--- config.mk ---
export PLATFORM = sky130hd
export DESIGN_NAME = seq_alu
export DESIGN_NICKNAME = d
export VERILOG_FILES = /design/src/rtl/seq_alu.sv
export SDC_FILE = /design/constraint.sdc
export NUM_CORES = 1
export LEC_CHECK = 0
export CORE_ASPECT_RATIO = 2
export CORE_MARGIN = 2
export CORE_UTILIZATION = 60
export DETAILED_ROUTE_END_ITERATION = 6
export GPL_ROUTABILITY_DRIVEN = 0
export PLACE_DENSITY = 0.82
export SETUP_SLACK_MARGIN = 0.15
export SLEW_MARGIN = 0
export SYNTH_ARGS = -nofsm -noshare
export SYNTH_HDL_FRONTEND = slang
export SYNTH_SLANG_ARGS = --single-unit
--- constraint.sdc ---
create_clock -name clk -period 3.8 [get_ports clk]
set_input_delay 0.38 -clock clk [delete_from_list [all_inputs] [get_ports clk]]
set_output_delay 0.38 -clock clk [all_outputs]
set_load 0.02 [all_outputs]
--- src/rtl/seq_alu.sv ---
// seq_alu: sequential ALU, in_valid/in_ready request (op1, op2, alu_mode, carry_select, flag_we) -> registered out_valid/result/ccr {c,n,z}; MUL by shift-add
module seq_alu #(
  parameter int WIDTH = 16
) (
  input  logic             clk,
  input  logic             rst_n,
  input  logic             in_valid,
  output logic             in_ready,
  input  logic [WIDTH-1:0] op1,
  input  logic [WIDTH-1:0] op2,
  input  logic [2:0]       alu_mode,
  input  logic [1:0]       carry_select,
  input  logic             flag_we,
  output logic             out_valid,
  output logic [WIDTH-1:0] result,
  output logic [2:0]       ccr
);
  localparam int CW = $clog2(WIDTH);
  typedef enum logic {IDLE, MUL} state_t;
  state_t state, state_nxt;
  logic [WIDTH-1:0] a, b, acc, addend, res_c;
  logic [WIDTH:0] sum, diff;
  logic [2:0] mode;
  logic [1:0] cs;
  logic [CW-1:0] cnt;
  logic fwe, pend, fin, accept, last, alu_c, carry_n;
  always_comb begin
    in_ready = state == IDLE;
    accept = in_valid && in_ready;
    last = state == MUL && cnt == CW'(WIDTH - 2);
    state_nxt = accept && alu_mode == 3'd7 ? MUL : last ? IDLE : state;
  end
  always_comb begin
    sum = {1'b0, a} + {1'b0, b};
    diff = {1'b0, a} - {1'b0, b};
    addend = b[0] ? a : '0;
    res_c = mode == 3'd0 ? sum[WIDTH-1:0] :
            mode == 3'd1 ? ~a :
            mode == 3'd2 ? a :
            mode == 3'd3 ? '0 :
            mode == 3'd4 ? diff[WIDTH-1:0] :
            mode == 3'd5 ? a & b :
            mode == 3'd6 ? a | b : acc + addend;
    alu_c = mode == 3'd0 ? sum[WIDTH] : mode == 3'd4 ? diff[WIDTH] : 1'b0;
    carry_n = cs == 2'd0 ? 1'b0 : cs == 2'd1 ? 1'b1 : cs == 2'd2 ? alu_c : ccr[2];
  end
  always_ff @(posedge clk or negedge rst_n)
    if (!rst_n) begin
      state <= IDLE;
      pend <= 1'b0;
      fin <= 1'b0;
      out_valid <= 1'b0;
      result <= '0;
      ccr <= '0;
      a <= '0;
      b <= '0;
      acc <= '0;
      mode <= '0;
      cs <= '0;
      fwe <= 1'b0;
      cnt <= '0;
    end else begin
      state <= state_nxt;
      pend <= accept && alu_mode != 3'd7;
      fin <= last;
      out_valid <= pend || fin;
      if (pend || fin) begin
        result <= res_c;
        if (fwe) ccr <= {carry_n, res_c[WIDTH-1], res_c == '0};
      end
      if (accept) begin
        a <= op1;
        b <= op2;
        acc <= '0;
        mode <= alu_mode;
        cs <= carry_select;
        fwe <= flag_we;
        cnt <= '0;
      end else if (state == MUL) begin
        acc <= acc + addend;
        a <= a << 1;
        b <= b >> 1;
        cnt <= cnt + 1'b1;
      end
    end
endmodule
* Word-level counts from Yosys, hierarchy flattened
Cells that the tools add are included.
** Storage, ports and cells
- Flip-flop bits (word level) :: 81
- Bits in latches :: 0
- RAM bits :: 0
- Memory bits (read-only) :: 0
- Bits of input ports :: 41
- Word-level logic and storage cells :: 69
- Memories kept :: 0
** Operators by class
- Add/sub/neg operators :: 4
- Multiply operators :: 0
- Div/mod/pow operators :: 0
- Magnitude comparators :: 0
- Equality and inequality tests :: 11
- Shift-type cells :: 0
- Mux-type cells :: 23
- Bitwise gates (word level) :: 4
- Reduce and logical (&&, ||, !) cells :: 13
** Operators by type and width (number)
- two-way mux 16 bit :: 14
- adder 16 x 16 -> 17 bit :: 1
- subtractor 16 x 16 -> 17 bit :: 1
- adder 16 bit :: 1
- AND 16 bit :: 1
- zero test 16 bit :: 1
- inverter 16 bit :: 1
- bitwise OR 16 bit :: 1
- equality test 3 bit, second input constant :: 4
- two-way mux 4 bit :: 2
- two-way mux 1 bit :: 7
- equality test 3 x 2 -> 1 bit, second input constant :: 2
- adder 4 x 1 -> 4 bit, second input constant :: 1
- equality test 4 bit, second input constant :: 1
- logical AND 1 bit :: 4
- nonzero test 2 bit :: 2
- equality test 3 x 1 -> 1 bit, second input constant :: 1
- zero test 3 bit :: 1
- inequality test 3 bit, second input constant :: 1
- AND reduction 3 bit :: 1
- nonzero test 3 bit :: 1
- equality test 2 x 1 -> 1 bit, second input constant :: 1
- equality test 2 bit, second input constant :: 1
- zero test 2 bit :: 1
- 3 further kinds :: 3

* Depth between registers and ports, before layout
- Depth after elaboration :: 10
- Mapped depth :: 14
- Gate-level depth less buffers :: 13

* Worst setup path before layout
OpenSTA, ideal clock, no wires.
- Path type :: reg2reg
- Start point :: register b[0]
- End point :: register result[13]
- Library setup time :: 0.125 ns
- Data arrival time :: 3.072 ns
- Data required time :: 3.675 ns
- Setup slack :: 0.603 ns
- Stages on the path, launching flop included :: 14
- Buffers on the path :: 1
- Period minus slack after synthesis :: 3.197 ns
- Cells stage by stage :: dfrtp_1 > inv_1 > buf_1 > nor2_1 > ha_1 > a2111o_1 > o2111a_1 > a211o_1 > o221ai_2 > o211a_1 > nor2_1 > a221oi_2 > a2111oi_4 > mux2_4
** Between the ends
- Longest elaborated chain between the ends :: 9
- Elaborated cells between the ends (all ways) :: 11
- Classes of those cells :: 3 x add/sub; 8 x mux
** RTL lines
- from (decl) :: RTL line 21 : logic [WIDTH-1:0] a, b, acc, addend, res_c;
- from (signal assigned) :: RTL line 73 : b <= op2;
- from (signal assigned) :: RTL line 82 : b <= b >> 1;
- two-way mux 16 bit :: RTL line 36 : addend = b[0] ? a : '0;
- adder 16 bit :: RTL line 43 : mode == 3'd6 ? a | b : acc + addend;
- two-way mux 16 bit :: RTL line 43
- two-way mux 16 bit :: RTL line 42 : mode == 3'd5 ? a & b :
- two-way mux 16 bit :: RTL line 41 : mode == 3'd4 ? diff[WIDTH-1:0] :
- two-way mux 16 bit :: RTL line 40 : mode == 3'd3 ? '0 :
- two-way mux 16 bit :: RTL line 39 : mode == 3'd2 ? a :
- two-way mux 16 bit :: RTL line 38 : mode == 3'd1 ? ~a :
- two-way mux 16 bit * :: RTL line 37 : res_c = mode == 3'd0 ? sum[WIDTH-1:0] :
- to (signal assigned) :: RTL line 68 : result <= res_c;
- to (decl) :: RTL line 15 : output logic [WIDTH-1:0] result,
Every way passes the cells marked *; elsewhere a longest branch is shown, timed or not.
A chain may end at the register's enable or synchronous reset.

* Worst setup path after layout
- Start point :: register a[0]
- End point :: register ccr[0]
** Between the ends
- Longest elaborated chain between the ends :: 10
- Elaborated cells between the ends (all ways) :: 15
- Classes of those cells :: 3 x add/sub; 8 x mux; 3 x bitwise; 1 x reduce/logical
** RTL lines
- from (decl) :: RTL line 21
- from (signal assigned) :: RTL line 72 : a <= op1;
- from (signal assigned) :: RTL line 81 : a <= a << 1;
- two-way mux 16 bit :: RTL line 36
- adder 16 bit :: RTL line 43
- two-way mux 16 bit :: RTL line 43
- two-way mux 16 bit :: RTL line 42
- two-way mux 16 bit :: RTL line 41
- two-way mux 16 bit :: RTL line 40
- two-way mux 16 bit :: RTL line 39
- two-way mux 16 bit :: RTL line 38
- two-way mux 16 bit * :: RTL line 37
- zero test 16 bit * :: RTL line 69 : if (fwe) ccr <= {carry_n, res_c[WIDTH-1], res_c == '0};
- to (signal assigned) :: RTL line 69
- to (decl) :: RTL line 16 : output logic [2:0] ccr
Marks and branches as above.

==> out/metrics.csv <==
metric,value,unit
syn_nets,958,
slew_viol_final,0,
grt_pass1_vias,6754,
holdWs,0.213,ns
ys_ff_latch,81,
grt_antenna_before_repair,0,
crit_buf_inv,1,
die_x,81.6,um
fin_crit_sh,92.5,%
relSlewSlack,30.5,%
final_common_cell,nand2_1,
grt_pass1_wl,33700,um
layout_common_cells,"nand2_1 (86), o21ai_0 (79), dfrtp_1 (78), nor2_1 (70), ha_1 (64)",
rows,56,
core_area,11800,um2
hold_viol,0,
status,completed,
cts_max_path_buffers,2,
drtIter0Drc,620,
crit-reg2reg-launch,a[0],
finalWorstSetupSlack,0.286,ns
vias,6871,
io_pins,62,
synth-edff-count,0,
wl_met1,7660,um
die_y,159,um
fin_util,70.5,%
root_buffer,clkbuf_16,
start_util,61.4,%
met3RoutedLength,1250,um
grt.overflow.total,0,
cts_tree,built,
worst_setup_path_end_kind,register,
grtUsageTotal,33.1,%
ys_types,89,
power_density,970,nW/um2
cpPeakStageDelay,0.58,ns
port_buffers,61,
post_drt_wl_per_cell,20.0,um
fin_skew,0.00545,ns
max_freq,0.285,GHz
synth_ff_type,dfrtp_1,
syn_inst,849,
finalSetupTns,0,ns
area_growth,14.9,%
cts_sinks,81,
ctsHtreeMaxLevel,3,
r2r_slack,0.29,ns
rsz0062_at_grt,false,
drv_cap,0,
worstPathCellList,ha_2 -> ha_1 -> inv_1 -> fa_1 -> and2b_1 -> o311ai_4 -> mux2_2 -> a21bo_2 -> or4_1 -> nand3_1 -> a211oi_2 -> nand4_1 -> o41ai_2,
path_max_fanout,5,
ys_seq_area_share,28.1,%
yosysWarnings,0,
route.detailed.drc,0,
firstDrtPassIters,7,
worstHoldPathType,primary input to asynchronous set/reset pin,
crit_arrival,3.75,ns
clk_pin_slew_worst_paths,0.06,ns
synthArstFlopShare,100,%
via_per_inst,6.63,
drt_wl_total,20800,um
nets,996,
tightest_slew,1.04,ns
worst_setup_path_start_kind,register,
diodes,0,
top_layer,met4,
crit_required,4.03,ns
r2r_end,ccr[0],
cts_hold_buf,0,
drive_gt1_share,10.7,%
cpMaxStageDelayCell,or4_1,
finalCriticalPeriod,3.51,ns
power.leakage,3.63,nW
pre_cts_ws,0.151,ns
ant_nets,0,
grt_max_degree,82,
crit_family,simple AND/OR/NAND/NOR gates,
syn-cell-area,7220,um2
numCtsBuffers,9,
hpwl,15500,um
num-fill-cells,921,
r2r_cells,13,
clock_latency,0.35,ns
setup-violations-final,0,
dr_wl_met2,10300,um
avgSynthCellArea,8.51,um2
design.die.area,13000,um2
ir_drop,0.607,mV
path_class,register to register,
cell families (layout without fill, tap and decap cells):
family                   Yosys count  after routing  synth area share (%)
AND/OR/NAND/NOR                  250            250                  16.7
multiplexers                      52             52                  7.57
AO/OA/AOI/OAI                    261            261                  26.0
XOR/XNOR                          27             27                  3.38
buffers and inverters            110            153                  6.18
adder cells (fa/ha/maj)           68             68                  12.1
flip-flops                        81             81                  28.1
routing by layer:
| layer | vias up | track usage, % |
|---|---|---|
| met1 | 3268 | 38.0 |
| met3 | 105 | 4.99 |
| met4 | 0 | 22.7 |
| li1 | 3127 | - |
| met5 | - | 0 |
| met2 | 371 | 54.5 |
cells in the mapped netlist (7+ instances only):
cell	count	area, um2
a21o_1	7	52.6
a21oi_1	43	215
a31oi_1	12	75.1
buf_1	8	30.0
buf_2	12	60.1
clkbuf_1	29	109
dfrtp_1	81	2030
ha_1	65	813
inv_1	58	218
mux2_2	7	78.8
mux2i_1	43	430
nand2_1	86	323
nor2_1	70	263
nor2b_1	10	62.6
nor3_1	15	75.1
nor4_1	7	43.8
o211ai_1	14	105
o21ai_0	79	395
o21bai_1	9	67.6
o22ai_1	8	50.1
or3_1	10	62.6
xnor2_1	18	158
xor2_1	8	70.1
registers in the layout, summed over array words and instances, names as in the netlist, 2 cells and up:
name / count
a: 16
acc: 16
b: 16
ccr: 3
cnt: 4
cs: 2
mode: 3
result: 16
power breakdown:
part,switching [mW],leakage (nW),internal [mW],total [mW]
combinational,3.22,2.45,2.14,5.35
sequential,0.449,1.02,1.23,1.68
clock,0.372,0.164,0.647,1.02
total,4.04,3.63,4.01,8.05
worst max path at each step:
stage / start / end / slack (ns) / cells past startpoint
3_5_place_dp: b[0] / ccr[0] / 0.15 / 13
6_report: a[0] / ccr[0] / 0.29 / 13
4_1_cts: b[0] / ccr[0] / 0.19 / 13
5_1_grt: b[0] / ccr[0] / 0.18 / 13
3_3_place_gp: b[0] / ccr[0] / 0.29 / 13
2_1_floorplan: b[0] / result[13] / 0.60 / 13
stage by stage:
step,power [mW],area [um2],std cells
2_1_floorplan,5.39,7220,849
3_3_place_gp,6.56,7920,1021
3_5_place_dp,6.80,7920,1021
4_1_cts,7.87,8260,1037
5_1_grt,8.57,8300,1037
6_report,8.05,8300,1037
final cells by class:
cell class	instances	area, um2	share of cell area (%)
tap	145	181	2.19
clock inverter	6	115	1.39
sequential	81	2030	24.5
clock buffer	10	229	2.76
multi-input combinational	658	4790	57.7
timing repair buffer	79	738	8.89
inverter	58	218	2.62
repair_timing:
| action | CTS | global route |
|---|---|---|
| pin swaps | 0 | 1 |
| gates resized for setup | 1 | 7 |
| buffers inserted | 0 | 0 |
| setup endpoints to repair | 1 | 3 |
worst reg2reg max path, delay by kind of cell (launching register included):
kind | cells | cell delay, ns
simple gates | 4 | 1.09
compound gates | 4 | 0.74
fa+ha+maj | 3 | 0.67
flops | 1 | 0.44
mux | 1 | 0.40
buf+inv | 1 | 0.07
(Power assumes the default switching activity.)
==> RTL change: new RTL, config.mk and constraints unchanged <==
Change the parameter `WIDTH` from 16 to 8.
--- a/src/rtl/seq_alu.sv
+++ b/src/rtl/seq_alu.sv
@@ -2,3 +2,3 @@
 module seq_alu #(
-  parameter int WIDTH = 16
+  parameter int WIDTH = 8
 ) (
Ports: changed (resized op1, op2 and result); port bits go from 62 to 38. The function was not compared with the original's and may differ.
==> RTL change against the original RTL <==
- the flow now finishes with violations (DRC)
- setup slack gained 0.50 ns
- synthesized area shrank 50%
- design area down 51%
- utilization decreased by 1.1 points
- power is 54% lower
- sequential cell count shrank 33
- routed wire length fell by 59%
- critical path type unchanged
- critical endpoint unchanged
==> RTL change: results (changes against the original RTL) <==
{| class="wikitable"
! Metric !! Value
|-
| Non-CTS inverters || 31 (was 58)
|-
| Number of placement rows || 40 (was 56)
|-
| Final-layout fill cell count || 478 (was 921)
|-
| Run status || finished, violations left (was finished, final reports clean)
|-
| Global-route wire length before repair || 14700 um (was 33700 um)
|-
| Number of gates given a new drive strength after cts || 0 (was 1)
|-
| Register area share after synthesis || 0.333 (was 0.281)
|-
| Total leakage power || 0.00185 uW (was 0.00363 uW)
|-
| Library cells used by synthesis || 59 (was 89)
|-
| Met2 track demand over resource || 0.484 (was 0.545)
|-
| Reg-to-reg startpoint || b[0] (was a[0])
|-
| Cell depth of the worst flop-to-flop path || 10 (was 13)
|-
| Quantity of I/O buffers inserted on ports || 37 (was 61)
|-
| Maximum resistive drop on vdd || 0.000425 V (was 0.000607 V)
|-
| Dpl cell area || 3950 um2 (was 7920 um2)
|-
| Routed wire length per instance || 17.6 um (was 20.0 um)
|-
| Routed metal-1 wire length || 3210 um (was 7660 um)
|-
| Multi-Input Combinational || 300 (was 658)
|-
| Multiplexer share of the synthesized area || 0.0845 (was 0.0757)
|-
| Leading cell types by total area after synthesis || dfrtp_1 33%, ha_1 11%, o21ai_0 6.0% (was dfrtp_1 28%, ha_1 11%, mux2i_1 6.0%)
|-
| Routed length on met3 || 485 um (was 1250 um)
|-
| Fin Hold WS || 0.276 ns (was 0.213 ns)
|-
| Critical path's slowest cell || mux4_2 (was or4_1)
|-
| Area of all sequential standard cells || 1200 um2 (was 2030 um2)
|-
| HPWL after detailed placement || 6580 um (was 15500 um)
|-
| Violated checks || DRC
|-
| Area Growth Syn to Fin || 13.6% (was 14.9%)
|-
| Data-path buffer share of cell area in the final layout || 0.0927 (was 0.0889)
|-
| Number of design rule violations left after detail routing || 4 (was 0)
|-
| Clock buffer cells || 6 (was 10)
|-
| Grt met1 use || 0.329 (was 0.380)
|-
| Clock network area share || 0.0375 (was 0.0414)
|}
RTL change: changes by cell type in the layout (fill, tap and decap cells not counted), sizes merged, moves of 10 or more:
cell / unedited run / this run
xnor2: 18 / 5
inv: 60 / 30
clkdlybuf4s50: 59 / 36
o21ai: 86 / 44
buf: 20 / 3
or3: 10 / 0
dfrtp: 81 / 48
ha: 65 / 33
nor2: 70 / 30
nand2: 86 / 40
a21oi: 44 / 19
mux2i: 43 / 17
RTL change: logic make-up (layout without fill, tap and decap cells):
group                      Yosys count  after routing
xor gates and xnor gates            14             14
muxes                               26             26
DFF                                 48             48
and+or+nand+nor                    106            106
buffers and inverters               53             78
adders and majority gates           36             36
AOI/OAI and AO/OA                  118            118
RTL change: power groups by stage:
stage          clock, uW  sequential (uW)  combinational, uW
5_1_grt              483             1060               2450
3_5_place_dp           0             1020               2160
3_3_place_gp           0             1010               2080
6_report             460             1010               2200
2_1_floorplan          0              957               1700
4_1_cts              467             1010               2180
RTL change: how the worst max path moves through the flow:
stage	from	slack, ns	end	depth (start not counted)
6_report	b[0]	0.79	ccr[0]	10
3_5_place_dp	b[0]	0.83	ccr[0]	10
2_1_floorplan	a[0]	1.07	ccr[0]	10
3_3_place_gp	a[0]	0.92	ccr[0]	10
4_1_cts	b[0]	0.80	ccr[0]	10
5_1_grt	b[0]	0.60	ccr[0]	10
RTL change: worst reg2reg max path, cell delays in order, from the launching register on:
cell and delay, ns:
dfrtp_1 0.44, ha_1 0.28, ha_1 0.26, fa_1 0.44, a21o_1 0.18, a21oi_1 0.19
xor2_1 0.11, mux4_2 0.46, a21oi_1 0.20, nor4_1 0.08, a32o_1 0.25
